$ cat src/rtl/star_exp_lut_pkg.sv
// Shared constants, exponent ROM contents and FSM state type for the STAR
// softmax LUT/exponent stage.
package star_exp_pkg;

  localparam int EXP_LEN_DEF = 16;
  localparam int CNT_W_DEF   = 3;
  localparam int DATA_W_DEF  = 32;
  localparam int FRAC_W      = 16;

  // Number of entries actually populated in the exponent ROM.
  localparam int TABLE_LEN   = 16;

  // round(65536 * e^(-0.5k)); every entry fits in FRAC_W+1 bits.
  localparam logic [DATA_W_DEF-1:0] EXP_TABLE [TABLE_LEN] = '{
    32'd65536, 32'd39750, 32'd24109, 32'd14623,
    32'd8869,  32'd5380,  32'd3263,  32'd1979,
    32'd1200,  32'd728,   32'd442,   32'd268,
    32'd162,   32'd99,    32'd60,    32'd36
  };

  typedef enum logic [1:0] {
    IDLE  = 2'd0,
    ACCUM = 2'd1,
    READY = 2'd2
  } state_t;

endpackage

$ cat src/rtl/star_exp_lut_onehot_enc.sv
// Priority encoder: index of the lowest set bit, plus zero and
// zero-or-multi-hot error flags.
module star_onehot_enc #(
  parameter int N     = 16,
  parameter int IDX_W = $clog2(N)
) (
  input  logic [N-1:0]     vec,
  output logic [IDX_W-1:0] idx,
  output logic             zero,
  output logic             err
);

  // Scan from the top down so the lowest set bit wins.
  always_comb begin
    idx  = '0;
    for (int i = N - 1; i >= 0; i--) begin
      if (vec[i]) idx = IDX_W'(i);
    end
    zero = (vec == '0);
    // vec & (vec-1) clears the lowest set bit; anything left means multi-hot.
    err  = zero | ((vec & (vec - 1'b1)) != '0);
  end

endmodule

$ cat src/rtl/star_exp_lut.sv
// STAR softmax LUT/exponent stage: accumulates Sum_exp over the per-bin
// counts one bin per cycle, then streams exp(x_i - x_max) per element.
module star_exp_lut
  import star_exp_pkg::*;
#(
  parameter int EXP_LEN = EXP_LEN_DEF,
  parameter int CNT_W   = CNT_W_DEF,
  parameter int DATA_W  = DATA_W_DEF
) (
  input  logic                     clk,
  input  logic                     reset,
  input  logic                     sum_valid,
  input  logic [EXP_LEN*CNT_W-1:0] sum_mv,
  output logic                     sum_ready,
  output logic [DATA_W-1:0]        sum_exp,
  output logic                     sum_exp_valid,
  input  logic                     sub_valid,
  input  logic [EXP_LEN-1:0]       sub_mv,
  input  logic                     sub_last,
  output logic [DATA_W-1:0]        exp,
  output logic                     exp_valid,
  output logic                     onehot_err,
  output logic                     row_done
);

  localparam int IDX_W  = $clog2(EXP_LEN);
  localparam int PROD_W = CNT_W + FRAC_W + 1;
  localparam int SUM_W  = DATA_W + 1;

  state_t                   state_reg, state_next;
  logic [IDX_W-1:0]         idx_reg;
  logic [EXP_LEN*CNT_W-1:0] counts_reg;
  logic [DATA_W-1:0]        acc_reg;
  logic [DATA_W-1:0]        sum_exp_reg;
  logic [DATA_W-1:0]        exp_reg;
  logic                     exp_valid_reg;
  logic                     err_reg;
  logic                     row_done_reg;

  logic [CNT_W-1:0]         cnt_arr [EXP_LEN];
  logic [PROD_W-1:0]        prod;
  logic [SUM_W-1:0]         acc_sum;
  logic [DATA_W-1:0]        acc_next;
  logic                     last_bin;

  logic [IDX_W-1:0]         bin;
  logic                     bin_zero;
  logic                     bin_err;

  // Unpack the latched count vector into one entry per bin.
  generate
    for (genvar gi = 0; gi < EXP_LEN; gi++) begin : g_cnt
      assign cnt_arr[gi] = counts_reg[gi*CNT_W +: CNT_W];
    end
  endgenerate

  star_onehot_enc #(
    .N     (EXP_LEN),
    .IDX_W (IDX_W)
  ) u_enc (
    .vec  (sub_mv),
    .idx  (bin),
    .zero (bin_zero),
    .err  (bin_err)
  );

  // Multiply-accumulate for the current bin, saturating at all-ones.
  always_comb begin
    prod     = PROD_W'(cnt_arr[idx_reg]) * PROD_W'(EXP_TABLE[idx_reg][FRAC_W:0]);
    acc_sum  = {1'b0, acc_reg} + SUM_W'(prod);
    acc_next = acc_sum[DATA_W] ? '1 : acc_sum[DATA_W-1:0];
    last_bin = (idx_reg == IDX_W'(EXP_LEN - 1));
  end

  // State register.
  always_ff @(posedge clk or negedge reset) begin
    if (!reset) state_reg <= IDLE;
    else        state_reg <= state_next;
  end

  // Next-state logic: IDLE -> ACCUM on a new row, ACCUM -> READY after the
  // last bin, READY -> IDLE after the last element is accepted.
  always_comb begin
    state_next = state_reg;
    case (state_reg)
      IDLE:    if (sum_valid) state_next = ACCUM;
      ACCUM:   if (last_bin) state_next = READY;
      READY:   if (sub_valid && sub_last) state_next = IDLE;
      default: state_next = IDLE;
    endcase
  end

  // Datapath: count latch, accumulator, Sum_exp and per-element exp outputs.
  always_ff @(posedge clk or negedge reset) begin
    if (!reset) begin
      idx_reg       <= '0;
      counts_reg    <= '0;
      acc_reg       <= '0;
      sum_exp_reg   <= '0;
      exp_reg       <= '0;
      exp_valid_reg <= 1'b0;
      err_reg       <= 1'b0;
      row_done_reg  <= 1'b0;
    end else begin
      exp_valid_reg <= 1'b0;
      err_reg       <= 1'b0;
      row_done_reg  <= 1'b0;
      case (state_reg)
        IDLE: begin
          if (sum_valid) begin
            counts_reg  <= sum_mv;
            acc_reg     <= '0;
            idx_reg     <= '0;
            sum_exp_reg <= '0;
          end
        end
        ACCUM: begin
          acc_reg <= acc_next;
          idx_reg <= idx_reg + 1'b1;
          if (last_bin) sum_exp_reg <= acc_next;
        end
        READY: begin
          if (sub_valid) begin
            exp_reg       <= bin_zero ? '0 : DATA_W'(EXP_TABLE[bin]);
            exp_valid_reg <= 1'b1;
            err_reg       <= bin_err;
            row_done_reg  <= sub_last;
          end
        end
        default: ;
      endcase
    end
  end

  // Handshake levels derive from state; sum_ready stays low while in reset.
  assign sum_ready     = (state_reg == IDLE) & reset;
  assign sum_exp_valid = (state_reg == READY);
  assign sum_exp       = sum_exp_reg;
  assign exp           = exp_reg;
  assign exp_valid     = exp_valid_reg;
  assign onehot_err    = err_reg;
  assign row_done      = row_done_reg;

endmodule

$ cat config.mk
export PLATFORM = sky130hd
export DESIGN_NAME = star_exp_lut
export DESIGN_NICKNAME = d
export VERILOG_FILES = /design/src/rtl/star_exp_lut_pkg.sv /design/src/rtl/star_exp_lut_onehot_enc.sv /design/src/rtl/star_exp_lut.sv
export SDC_FILE = /design/constraint.sdc
export NUM_CORES = 1
export LEC_CHECK = 0
export ABC_AREA = 1
export BUFFER_PORTS_ARGS = -buffer_cell sky130_fd_sc_hd__buf_2
export CORE_ASPECT_RATIO = 0.6
export CORE_MARGIN = 2
export CORE_UTILIZATION = 40
export DETAILED_ROUTE_END_ITERATION = 7
export GPL_TIMING_DRIVEN = 0
export SYNTH_ARGS = -nofsm -noshare
export SYNTH_HDL_FRONTEND = slang
export SYNTH_SLANG_ARGS = --single-unit
$ cat constraint.sdc
create_clock -name clk -period 4.07 [get_ports clk]
set_clock_uncertainty 0.1 [all_clocks]
set_input_delay 0.814 -clock clk [delete_from_list [all_inputs] [get_ports clk]]
set_output_delay 0.814 -clock clk [all_outputs]
set_load 0.02 [all_outputs]
* Word level (Yosys, flattened, before mapping) *
Memory sizes are Yosys's and may differ from the RTL's.
Cells that the tools add are included.

word-level totals
  input bits = 69
  latch bits = 0
  memory bits (read-only) = 1,024
  memory bits (writable) = 0
  word-level logic and storage cells = 79
  bits in registers = 153
  output and inout port bits = 69
  memories kept = 2

cells by class
  reduce and logical (&&, ||, !) cells = 10
  multiplexer cells = 41
  $mul = 1
  magnitude comparators = 2
  shift-type cells = 0
  equality and inequality tests = 6
  add/subtract/negate cells = 3
  divide/modulo/power cells = 0
  bitwise operators = 5

memory list
  memory           depth  bits a word  rd ports  clocked after memory_dff  wr ports  line                 RTL
  (no name shown)  16     32           1         0                         0         star_exp_lut.sv:124  exp_reg <= bin_zero ? '0 : DATA_W'(EXP_TABLE[bin]);
  (no name shown)  16     32           1         0                         0         star_exp_lut.sv:69   prod = PROD_W'(cnt_arr[idx_reg]) * PROD_W'(EXP_TABLE[idx_reg][FRAC_W:0]);

operators with widths
  kind                   number
  $mux 32                6
  $pmux 32 s2            2
  $mux 4                 17
  $mux 17                2
  $add 32x20->33         1
  $mul 3x17->20          1
  $and 16x16->16         1
  $logic_not 16->1       1
  $reduce_bool 16->1     1
  $sub 16x1->16 const B  1
  $bmux 3 s4             1
  $ge 5x5->1 const B     2
  $not 4->5              2
  $pmux 4 s2             1
  $mux 1                 6
  $mux 2                 3
  $mux 3                 2
  $pmux 2 s3             1
  $reduce_and 2->1       3
  $reduce_and 3->1       2
  $add 4x1->4 const B    1
  $eq 4x4->1 const B     1
  $ne 2x2->1 const B     2
  $eq 2x1->1 const B     1
  7 further kinds        7

* Depth between registers and ports, before layout *
Gate-level depths: netlist (run 1).

  depth after elaboration = 21
  depth in mapped cells = 26
  mapped depth without buffers = 26

* By module *
From an unflattened synthesis (run 1), not the netlist that was laid out.

unflattened totals
  cell total of the unflattened synthesis = 1,299
  area total of the unflattened synthesis = 9,744.3 um^2

modules (own cells, without submodules)
  module           area an instance (um^2)  sequential area each (um^2)  times used  cells an instance
  star_exp_lut     9,357.7                  3,453.3                      1           1,222
  star_onehot_enc  386.6                    0.0                          1           77

* Worst setup path before layout (run 1) *
Ideal clock, no wire load.

  path kind = reg-to-reg
  start = register idx_reg[1]
  end = register sum_exp_reg[21] (netlist: sum_exp[21])
  period minus slack after synthesis = 4.465 ns
  slack = -0.395 ns
  required time = 3.896 ns
  arrival = 4.291 ns
  buffers on the path = 1
  cell stages (with the launch flop) = 23
  library setup time = 0.074 ns
  path through = dfrtp_1 -> inv_1 -> nor2_1 -> a22o_1 -> a211oi_1 -> a31oi_1 -> o21ai_2 -> buf_2 -> nor2_1 -> fa_1 -> inv_1 -> fa_1 -> inv_1 -> ha_1 -> a21oi_1 -> o21ai_0 -> a21oi_1 -> o21ai_2 -> a21o_4 -> or2_2 -> nand3_2 -> nand2_2 -> o21ai_2

on the way
  cells in the longest elaborated chain, start to end = 9
  elaborated cells between the ends (all ways) = 15
  classes of those cells = add/sub: 1; mul: 1; eq/ne: 2; mux: 8; bitwise: 1; reduce/logical: 1; memory: 1

RTL lines
  what                                                                   line                 RTL
  from (decl)                                                            star_exp_lut.sv:31   logic [IDX_W-1:0] idx_reg;
  from (signal assigned)                                                 star_exp_lut.sv:119  idx_reg <= idx_reg + 1'b1;
  $not 4->5 (not written as such)                                        star_exp_lut.sv:69
  $mem_v2 16x32 or $bmux 3 s4 (tied branches)                            -
  $mux 17 (not written as such) or $mux 3 (tied branches) (2 in series)  star_exp_lut.sv:69
  $mul 3x17->20                                                          star_exp_lut.sv:69
  $add 32x20->33                                                         star_exp_lut.sv:70   acc_sum = {1'b0, acc_reg} + SUM_W'(prod);
  $mux 32                                                                star_exp_lut.sv:71   acc_next = acc_sum[DATA_W] ? '1 : acc_sum[DATA_W-1:0];
  $mux 32                                                                star_exp_lut.sv:120  if (last_bin) sum_exp_reg <= acc_next;
  $pmux 32 s2                                                            star_exp_lut.sv:108  case (state_reg)
  to (signal assigned)                                                   star_exp_lut.sv:120
  to (decl)                                                              star_exp_lut.sv:34   logic [DATA_W-1:0] sum_exp_reg;

Several ways; a longest one is shown, not always the timed one. The select of a mux whose other input is x is not followed.
A chain may end at the register's enable or synchronous reset.

* Worst setup path after layout (run 1) *
  start = register idx_reg[1]
  end = register acc_reg[13]

on the way
  cells in the longest elaborated chain, start to end = 8
  elaborated cells between the ends (all ways) = 11
  classes of those cells = add/sub: 1; mul: 1; mux: 7; bitwise: 1; memory: 1

RTL lines
  what                                                                   line                 RTL
  $not 4->5 (not written as such) *                                      star_exp_lut.sv:69
  $mem_v2 16x32 or $bmux 3 s4 (tied branches)                            -
  $mux 17 (not written as such) or $mux 3 (tied branches) (2 in series)  star_exp_lut.sv:69
  $mul 3x17->20 *                                                        star_exp_lut.sv:69
  $add 32x20->33 *                                                       star_exp_lut.sv:70
  $mux 32 *                                                              star_exp_lut.sv:71
  $pmux 32 s2 *                                                          star_exp_lut.sv:108
  to (signal assigned)                                                   star_exp_lut.sv:118  acc_reg <= acc_next;
  to (decl)                                                              star_exp_lut.sv:33   logic [DATA_W-1:0] acc_reg;

Every way passes the cells marked *; elsewhere a longest branch is shown, timed or not. The select of a mux whose other input is x is not followed.

==> impl_metrics.csv, run 1 <==
group,metric,value,unit
logic_synthesis,synth_area,9280,µm²
place,gp_congestion,0.898,
floorplan,start_util,40.5,%
floorplan,die_area,24500,µm²
logic_synthesis,synth_cell_types,57,
critical_path,arrival,4.96,ns
cts,cts_hold_buf,0,
critical_path,start_kind,"flip-flop",
logic_synthesis,synth_edf_count,0,
critical_path,critPathTopFamily,"compound AO/OA/AOI/OAI gates",
floorplan,pin_count,138,
drt,wirelength,29.1,mm
cts,cts.sinks,138,
grt,antenna_found_initial,0,
status,violations,"setup timing",
place,hpwl,20.8,mm
sta,fin_crit,4.76,ns
logic_synthesis,syn_avg_cell_area,8.15,µm²
critical_path,critPathMaxStageDelay,0.51,ns
sta,final.setup.tns,-38.65,ns
grt,grt.busiest_layer,"met1",
floorplan,dieHeight,122,µm
drt,detail_route.wl_per_cell,17.3,µm
grt,track_usage,24.4,%
sta,drv_slew,0,
drt,drt_iter0_drc,688,
logic_synthesis,async_reset_ff_share,100,%
critical_path,endpoint_kind,"flip-flop",
sta,worst_slack,-0.691,ns
final_layout,syn_to_final_growth,37.6,%
grt,grt_pass1_vias,8365,
floorplan,die_width,201,µm
grt,met2_usage,32.2,%
critical_path,reg2reg_slack,-0.69,ns
place,dp.cells,1590,
grt,met1_usage,38.2,%
drt,drc,0,
critical_path,slowest_stage,"fa_1",
grt,grt_max_degree,81,
logic_synthesis,synth_top_cell_by_area,"dfrtp_1",
cts,clk_pin_slew,0.06,ns
grt,grt_pass1_wl,45.9,mm
critical_path,r2r_start,"idx_reg[1]",
final_layout,drive_above_1_share,39.9,%
final_layout,nNetsFinal,1492,
floorplan,core,22900,µm²
logic_synthesis,seq_area_frac_synth,37.2,%
logic_synthesis,synth_top_family_by_area,"simple AND/OR/NAND/NOR gates",
cts,clk-insertion-delay-late,0.44,ns
logic_synthesis,synthTopCellsByArea,"dfrtp_1 37%, nand2_1 9.3%, fa_1 7.1%, inv_1 6.1%, mux2_2 5.8%",
critical_path,crit_path_cell_trace,"inv_4 > nor2_4 > a22o_4 > a211oi_4 > a31oi_4 > o21ai_4 > buf_4 > buf_6 > nor2_2 > fa_1 > inv_1 > fa_1 > inv_2 > ha_4 > nand2_2 > a21oi_4 > nand2_2 > nand2_4 > a21boi_4 > buf_4 > o21ai_4 > xor2_2 > o21ai_4 > o21ai_1",
logic_synthesis,synth-seq-cells,138,
sta,max_freq,210,MHz
sta,setup_viol,64,
final_layout,stdcell_count,1682,
critical_path,crit_path_max_fanout,7,
final_layout,largest_reg_flops,48,
sta,period_share,117,%
critical_path,cpMostUsedCell,"o21ai_4",
final_layout,n_antenna_cell,0,
cts,cts_buffer_depth,2,
critical_path,path_depth,24,
critical_path,reg2reg_depth,24,
logic_synthesis,synth-adder-area-share,12.0,%
drt,vias_per_cell,5.14,
logic_synthesis,yosys-top-cells-count,"231 x nand2_1, 150 x inv_1, 138 x dfrtp_1",
cts,root_buffer,"clkbuf_16",
logic_synthesis,synth-compound-area-share,13.7,%
critical_path,cp-endpoint,"acc_reg[13]",
logic_synthesis,netlist_instances,1138,
sta,rsz0062_at_grt,"true",
floorplan,row_count,43,
drt,vias,8653,
logic_synthesis,synth_top_area_share,37.2,%
sta,hold_viol,0,
grt,grtUsageMet3,6.93,%
logic_synthesis,synth-simple-area-share,20.7,%
critical_path,cp_num_buf_inv,6,
critical_path,critPathKind,"reg2reg",
grt,grt-ovfl-total,0,
cts,cts_buffers,17,
cts,cts_tree,"done",
critical_path,r2r-end,"acc_reg[13]",
critical_path,cp.required,4.26,ns
logic_synthesis,synth_xor_area_share,1.23,%
logic_synthesis,synthMuxAreaShare,5.82,%
logic_synthesis,yosys_warnings,0,
critical_path,crit_start,"idx_reg[1]",
drt,antenna_left,0,
place,portBuffers,122,
worst_hold_path,hold_class,"in2async",
cts,htree_levels,4,
job,cap_violations,0,
logic_synthesis,synth-main-ff-cell,"dfrtp_1",
sta,max_slew.worst_pin.slew,0.874,ns
sta,relSlewSlack,41.7,%
status,outcome,"finished with violations",
logic_synthesis,yosysMostFrequentCell,"nand2_1",
drt,drt-pass1-iter-count,6,
[placed cells by master (no fill, tap or decap), types with 19 or more instances in the layout]
master     netlist  routed
mux2_2          48      48
fa_1            33      31
nand2_1        231     184
inv_1          150     129
nor2_2           3      21
nor2_1         128     104
dfrtp_1        138     135
nand3_1         41      29
a21oi_1         34      19
o21ai_1         23      43
nand2_2          4      31
o21ai_0        102      44
ha_1            36      21
buf_2           11     128
clkbuf_16        0      19
nand2_4          1      21
buf_4           16      61
o21ai_2         10      35
inv_2            7      23
[area by class of cell]
class | count | area (µm²)
timing repair inverter | 1 | 16.3
multi-input combinational | 807 | 6130
fill | 2121 | 10200
clock buffer | 18 | 439
inverter | 158 | 623
tap | 315 | 394
buffer | 49 | 362
sequential | 138 | 3460
timing repair buffer | 182 | 1170
clock inverter | 14 | 171
[timing repair]
action	CTS	global route
hold endpoints to repair	0	0
buffers inserted	37	18
cloned	5	1
endpoints found under the setup margin	64	64
resized for setup	140	146
pin swaps	41	34
[per-layer routing]
layer	vias up	share of wire [%]
li1	4106	-
met1	4221	52
met2	294	39
met3	32	7.8
met4	0	1.1
met5	-	0
[through the flow]
stage / hold WS (ns) / cell area (µm²) / util [%] / setup WS (ns)
after floorplan: 0.374 / 9600 / - / -0.152
after global placement: 0.365 / 10600 / 46.3 / -1.02
after detailed placement: 0.366 / 10600 / 46.4 / -1.07
after CTS: 0.245 / 12100 / 52.7 / -0.520
after global routing: 0.261 / 12800 / 55.7 / -0.825
final: 0.235 / 12800 / 55.7 / -0.691
[worst min path at each step]
stage	cells after the start	to
after global placement	2	exp[12]
after floorplan	1	counts_reg[12]
after CTS	1	counts_reg[27]
final	1	counts_reg[27]
after global routing	1	counts_reg[27]
after detailed placement	2	sum_exp[18]
[kinds of logic after synthesis]
| family | after synthesis |
|---|---|
| AO/OA/AOI/OAI | 214 |
| XOR/XNOR | 13 |
| multiplexers | 48 |
| flip-flops | 138 |
| other | 1 |
| AND/OR/NAND/NOR | 447 |
| buffers and inverters | 208 |
| adder cells (fa/ha/maj) | 69 |
Power of run 1 is not shown: default switching activity piles up to over one toggle a cycle in this logic, so the estimate is an artifact.
==> run 2, diff against run 1 <==
--- a/config.mk
+++ b/config.mk
@@ -10,8 +10,10 @@
 export CORE_ASPECT_RATIO = 0.6
 export CORE_MARGIN = 2
 export CORE_UTILIZATION = 40
+export CTS_CLUSTER_SIZE = 12
 export DETAILED_ROUTE_END_ITERATION = 7
 export GPL_TIMING_DRIVEN = 0
+export SKIP_CTS_REPAIR_TIMING = 1
 export SYNTH_ARGS = -nofsm -noshare
 export SYNTH_HDL_FRONTEND = slang
 export SYNTH_SLANG_ARGS = --single-unit
==> run 2 against run 1 <==
The flow still finishes with violations (setup timing). First-iteration DRC count down 16%. Die area unchanged. Register-to-register slack lost 0.07 ns. Via count down 1.9%. Wire length down 3.8%. Worst setup slack got worse by 0.070 ns. Flip-flop and latch count did not move. Critical path depth fell by 1. Fmax shrank 1.5%. Hold slack barely moved. Count of clock-buffer cells in the layout stayed put. Design area fell by 4.2%. Critical endpoint unchanged. Largest cell class unchanged.
==> impl_metrics.csv, run 2 (synthesized netlist as in run 1, its figures left out) <==
group,metric,value,unit
critical_path,r2r-end,"acc_reg[13]",
critical_path,reg2reg_slack,-0.76,ns
final_layout,n_antenna_cell,0,
final_layout,stdcell_count,1663,
cts,cts.sinks,138,
cts,root_buffer,"clkbuf_16",
cts,clk_pin_slew,0.06,ns
floorplan,dieHeight,122,µm
grt,grt_pass1_wl,43.4,mm
critical_path,r2r_start,"idx_reg[2]",
sta,setup_viol,64,
status,outcome,"finished with violations",
sta,drv_slew,0,
drt,wirelength,28.0,mm
drt,drt-pass1-iter-count,5,
place,dp.cells,1590,
critical_path,start_kind,"flip-flop",
final_layout,largest_reg_flops,48,
place,hpwl,20.8,mm
critical_path,crit_path_max_fanout,7,
cts,htree_levels,4,
sta,fin_crit,4.83,ns
final_layout,drive_above_1_share,34.4,%
grt,antenna_found_initial,0,
floorplan,die_area,24500,µm²
final_layout,nNetsFinal,1473,
job,cap_violations,0,
sta,relSlewSlack,47.5,%
drt,antenna_left,0,
floorplan,start_util,40.5,%
critical_path,reg2reg_depth,23,
drt,drt_iter0_drc,580,
cts,cts_tree,"done",
drt,detail_route.wl_per_cell,16.8,µm
critical_path,endpoint_kind,"flip-flop",
final_layout,fillCellCount,2181,
sta,period_share,119,%
grt,grt.busiest_layer,"met1",
grt,met1_usage,37.5,%
place,portBuffers,122,
cts,clk-insertion-delay-late,0.44,ns
grt,grt_pass1_vias,7895,
critical_path,arrival,5.02,ns
critical_path,critPathKind,"reg2reg",
cts,cts_buffers,17,
drt,vias,8492,
drt,drc,0,
grt,grt_max_degree,81,
sta,max_slew.worst_pin.slew,0.788,ns
grt,grtUsageMet3,5.14,%
grt,track_usage,23.0,%
final_layout,syn_to_final_growth,31.8,%
worst_hold_path,hold_class,"in2async",
cts,cts_buffer_depth,2,
sta,hold_viol,0,
place,gp_congestion,0.898,
drt,vias_per_cell,5.11,
grt,grt-ovfl-total,0,
status,violations,"setup timing",
final_layout,mostFrequentLayoutCell,"nand2_1",
floorplan,pin_count,138,
floorplan,core,22900,µm²
sta,worst_slack,-0.761,ns
floorplan,row_count,43,
sta,rsz0062_at_grt,"true",
floorplan,die_width,201,µm
final_layout,layout_common_cells,"196 x nand2_1, 140 x inv_1, 135 x dfrtp_1",
critical_path,cp.required,4.26,ns
sta,max_freq,207,MHz
grt,met2_usage,29.6,%
-- run 2: layer usage --
metal  vias up  share of wire, %
met3        25               7.5
met1      4125                53
met2       270                38
met5         -                 0
met4         0               1.0
li1       4072                 -
-- run 2: area by class of cell --
type	instances	area (µm²)	share of cell area, %
plain buffers	50	335	2.74
clock inverters	14	171	1.40
multi-input cells	807	5790	47.4
well taps	315	394	3.22
repair buffers	163	1020	8.35
flip-flops and latches	138	3460	28.3
inverters	158	616	5.03
clock buffers	18	439	3.59
-- run 2: worst max path at each step --
stage / start / endpoint / slack [ns] / cells after the start
2_1_floorplan: idx_reg[1] / sum_exp[9] / -0.15 / 24
3_3_place_gp: idx_reg[0] / acc_reg[13] / -1.02 / 22
3_5_place_dp: idx_reg[0] / acc_reg[13] / -1.07 / 22
4_1_cts: idx_reg[0] / acc_reg[12] / -1.10 / 20
5_1_grt: idx_reg[1] / sum_exp[9] / -0.95 / 25
6_report: idx_reg[2] / acc_reg[13] / -0.76 / 23
-- run 2: stage by stage --
| stage | hold slack, ns | setup WS (ns) | area (µm²) | utilization (%) | setup TNS (ns) |
|---|---|---|---|---|---|
| 2_1_floorplan | 0.374 | -0.152 | 9600 | - | -6.19 |
| 3_3_place_gp | 0.365 | -1.02 | 10600 | 46.3 | -63.78 |
| 3_5_place_dp | 0.366 | -1.07 | 10600 | 46.4 | -57.11 |
| 4_1_cts | 0.245 | -1.10 | 11200 | 49.1 | -59.29 |
| 5_1_grt | 0.261 | -0.946 | 12200 | 53.3 | -56.44 |
| 6_report | 0.235 | -0.761 | 12200 | 53.3 | -43.35 |
-- run 2: critical path, stage by stage (launching register included) --
cell and delay [ns]:
dfrtp_2 0.48, buf_6 0.15, nor2_4 0.22, o21ai_1 0.12, o22ai_1 0.21, inv_1 0.07
o2111ai_2 0.10, o21ai_2 0.12, buf_6 0.16, clkbuf_16 0.14, buf_4 0.13, nor2_4 0.07
fa_1 0.44, fa_1 0.57, ha_4 0.25, a21oi_4 0.15, nor2_1 0.05, nor2_1 0.11
nand2_2 0.12, a21boi_4 0.25, o21ai_2 0.15, xor2_1 0.18, o21ai_2 0.20, o21ai_0 0.11
Power of run 2 is left out for the same reason.
==> run 3, diff against run 2 <==
==> constraint.sdc (replaced) <==
create_clock -name clk -period 4.07 [get_ports clk]
set_clock_uncertainty 0.1 [all_clocks]
set_input_delay 0.2035 -clock clk [delete_from_list [all_inputs] [get_ports clk]]
set_output_delay 0.2035 -clock clk [all_outputs]
set_load 0.02 [all_outputs]
==> run 3 against run 2 <==
The flow still finishes with violations (setup timing). Flip-flop and latch count unchanged. Register-to-register slack about the same. Fmax about the same. Wire length up 3.2%. Critical path type unchanged. Largest cell class unchanged.
==> impl_metrics.csv, run 3 (synthesized netlist as in run 1, its figures left out) <==
group,metric,value,unit
grt,grt_pass1_wl,43.4,mm
cts,clk_pin_slew,0.06,ns
final_layout,seqCellArea,3460,µm²
drt,vias,8648,
sta,rsz0062_at_grt,"true",
floorplan,row_count,43,
drt,vias_per_cell,5.05,
final_layout,drive_above_1_share,33.2,%
drt,wirelength,28.9,mm
floorplan,dieHeight,122,µm
drt,detail_route.wl_per_cell,16.9,µm
cts,clk-insertion-delay-late,0.44,ns
critical_path,slowest_stage,"fa_1",
cts,cts_buffers,17,
final_layout,nNetsFinal,1524,
sta,drv_slew,0,
drt,drt-pass1-iter-count,6,
place,gp_congestion,0.898,
critical_path,reg2reg_slack,-0.76,ns
place,dp_slack,-1.07,ns
grt,grt-ovfl-total,0,
place,hpwl,20.8,mm
critical_path,cp_num_buf_inv,5,
critical_path,crit_path_cell_trace,"nand2_4 > inv_6 > a22o_1 > a211oi_2 > a31oi_4 > o21ai_2 > buf_6 > clkbuf_16 > nor2_1 > fa_1 > inv_1 > fa_1 > inv_1 > ha_4 > a21o_1 > a21boi_0 > o21ai_1 > nand2_1 > o2111ai_4 > or2_4 > nand3_2 > nand2_2 > o21ai_2",
drt,drt_iter0_drc,635,
drt,drc,0,
final_layout,multiInputGateArea,5790,µm²
final_layout,largest_reg_flops,48,
critical_path,critPathTopFamily,"compound AO/OA/AOI/OAI gates",
sta,hold_viol,0,
status,violations,"setup timing",
grt,grt_max_degree,81,
grt,antenna_found_initial,0,
grt,grt_pass1_vias,7895,
floorplan,die_area,24500,µm²
critical_path,critPathKind,"reg2reg",
final_layout,layout_common_cells,"196 x nand2_1, 140 x inv_1, 135 x dfrtp_1",
critical_path,cp.required,4.34,ns
final_layout,fillCellCount,2116,
job,cap_violations,0,
critical_path,crit_path_max_fanout,7,
sta,max_freq,207,MHz
grt,track_usage,23.0,%
floorplan,die_width,201,µm
critical_path,critPathMaxStageDelay,0.52,ns
sta,setup_viol,64,
sta,period_share,119,%
sta,worst_slack,-0.759,ns
sta,fin_hold_ws,0.0509,ns
worst_hold_path,hold_class,"in2reg",
floorplan,pin_count,138,
cts,htree_levels,4,
sta,fin_crit,4.83,ns
cts,cts_buffer_depth,2,
cts,cts.sinks,138,
cts,cts_tree,"done",
place,portBuffers,122,
status,outcome,"finished with violations",
critical_path,start_kind,"flip-flop",
sta,max_slew.worst_pin.slew,0.796,ns
sta,final.setup.tns,-43.51,ns
drt,antenna_left,0,
floorplan,start_util,40.5,%
cts,root_buffer,"clkbuf_16",
critical_path,arrival,5.10,ns
critical_path,endpoint_kind,"flip-flop",
final_layout,n_antenna_cell,0,
floorplan,core,22900,µm²
final_layout,mostFrequentLayoutCell,"nand2_1",
sta,relSlewSlack,46.9,%
final_layout,syn_to_final_growth,37.3,%
==> run 3: cell count changes in the layout (fill, tap and decap cells not counted) <==
| cell | change |
|---|---|
| dlygate4sd3_1 | +51 |
==> run 3: path summary, 6_finish.rpt <==
kind                              from              to  cells past startpoint
min reg2reg                sum_exp[18]     sum_exp[18]                      2
max                         idx_reg[1]     sum_exp[22]                     23
min                         sub_mv[15]      onehot_err                      5
max in group asynchronous        reset     acc_reg[29]                      3
max reg2reg                 idx_reg[1]     sum_exp[22]                     23
min in group asynchronous        reset  counts_reg[47]                      2
==> run 3: worst min-delay path: stages <==
cell and delay, ns:
buf_2 0.10, o31ai_1 0.06, nand3_1 0.06, a211oi_1 0.04, nor2_1 0.07
==> run 3: cell type report <==
| type | count | area share [%] |
|---|---|---|
| Inverter | 158 | 4.83 |
| Buffer | 50 | 2.63 |
| Clock buffer | 18 | 3.45 |
| Multi-Input combinational cell | 807 | 45.5 |
| Sequential cell | 138 | 27.1 |
| Timing Repair Buffer | 214 | 12.0 |
| Tap cell | 315 | 3.09 |
| Clock inverter | 14 | 1.35 |
==> run 3: layer usage <==
metal	vias to the layer above	global-route usage, %	share of wire [%]
li1	4174	-	-
met1	4174	37.5	52
met2	274	29.6	39
met3	26	5.14	7.3
met4	0	5.74	0.94
met5	-	0	0
==> run 3: per-stage QoR <==
stage | util [%] | cells | cell area [µm²]
final | 55.6 | 1714 | 12700
after global routing | 55.6 | 1714 | 12700
after CTS | 49.1 | 1622 | 11200
after detailed placement | 46.4 | 1590 | 10600
after global placement | 46.3 | 1589 | 10600
after floorplan | - | 1152 | 9600
Power of run 3 is left out for the same reason.
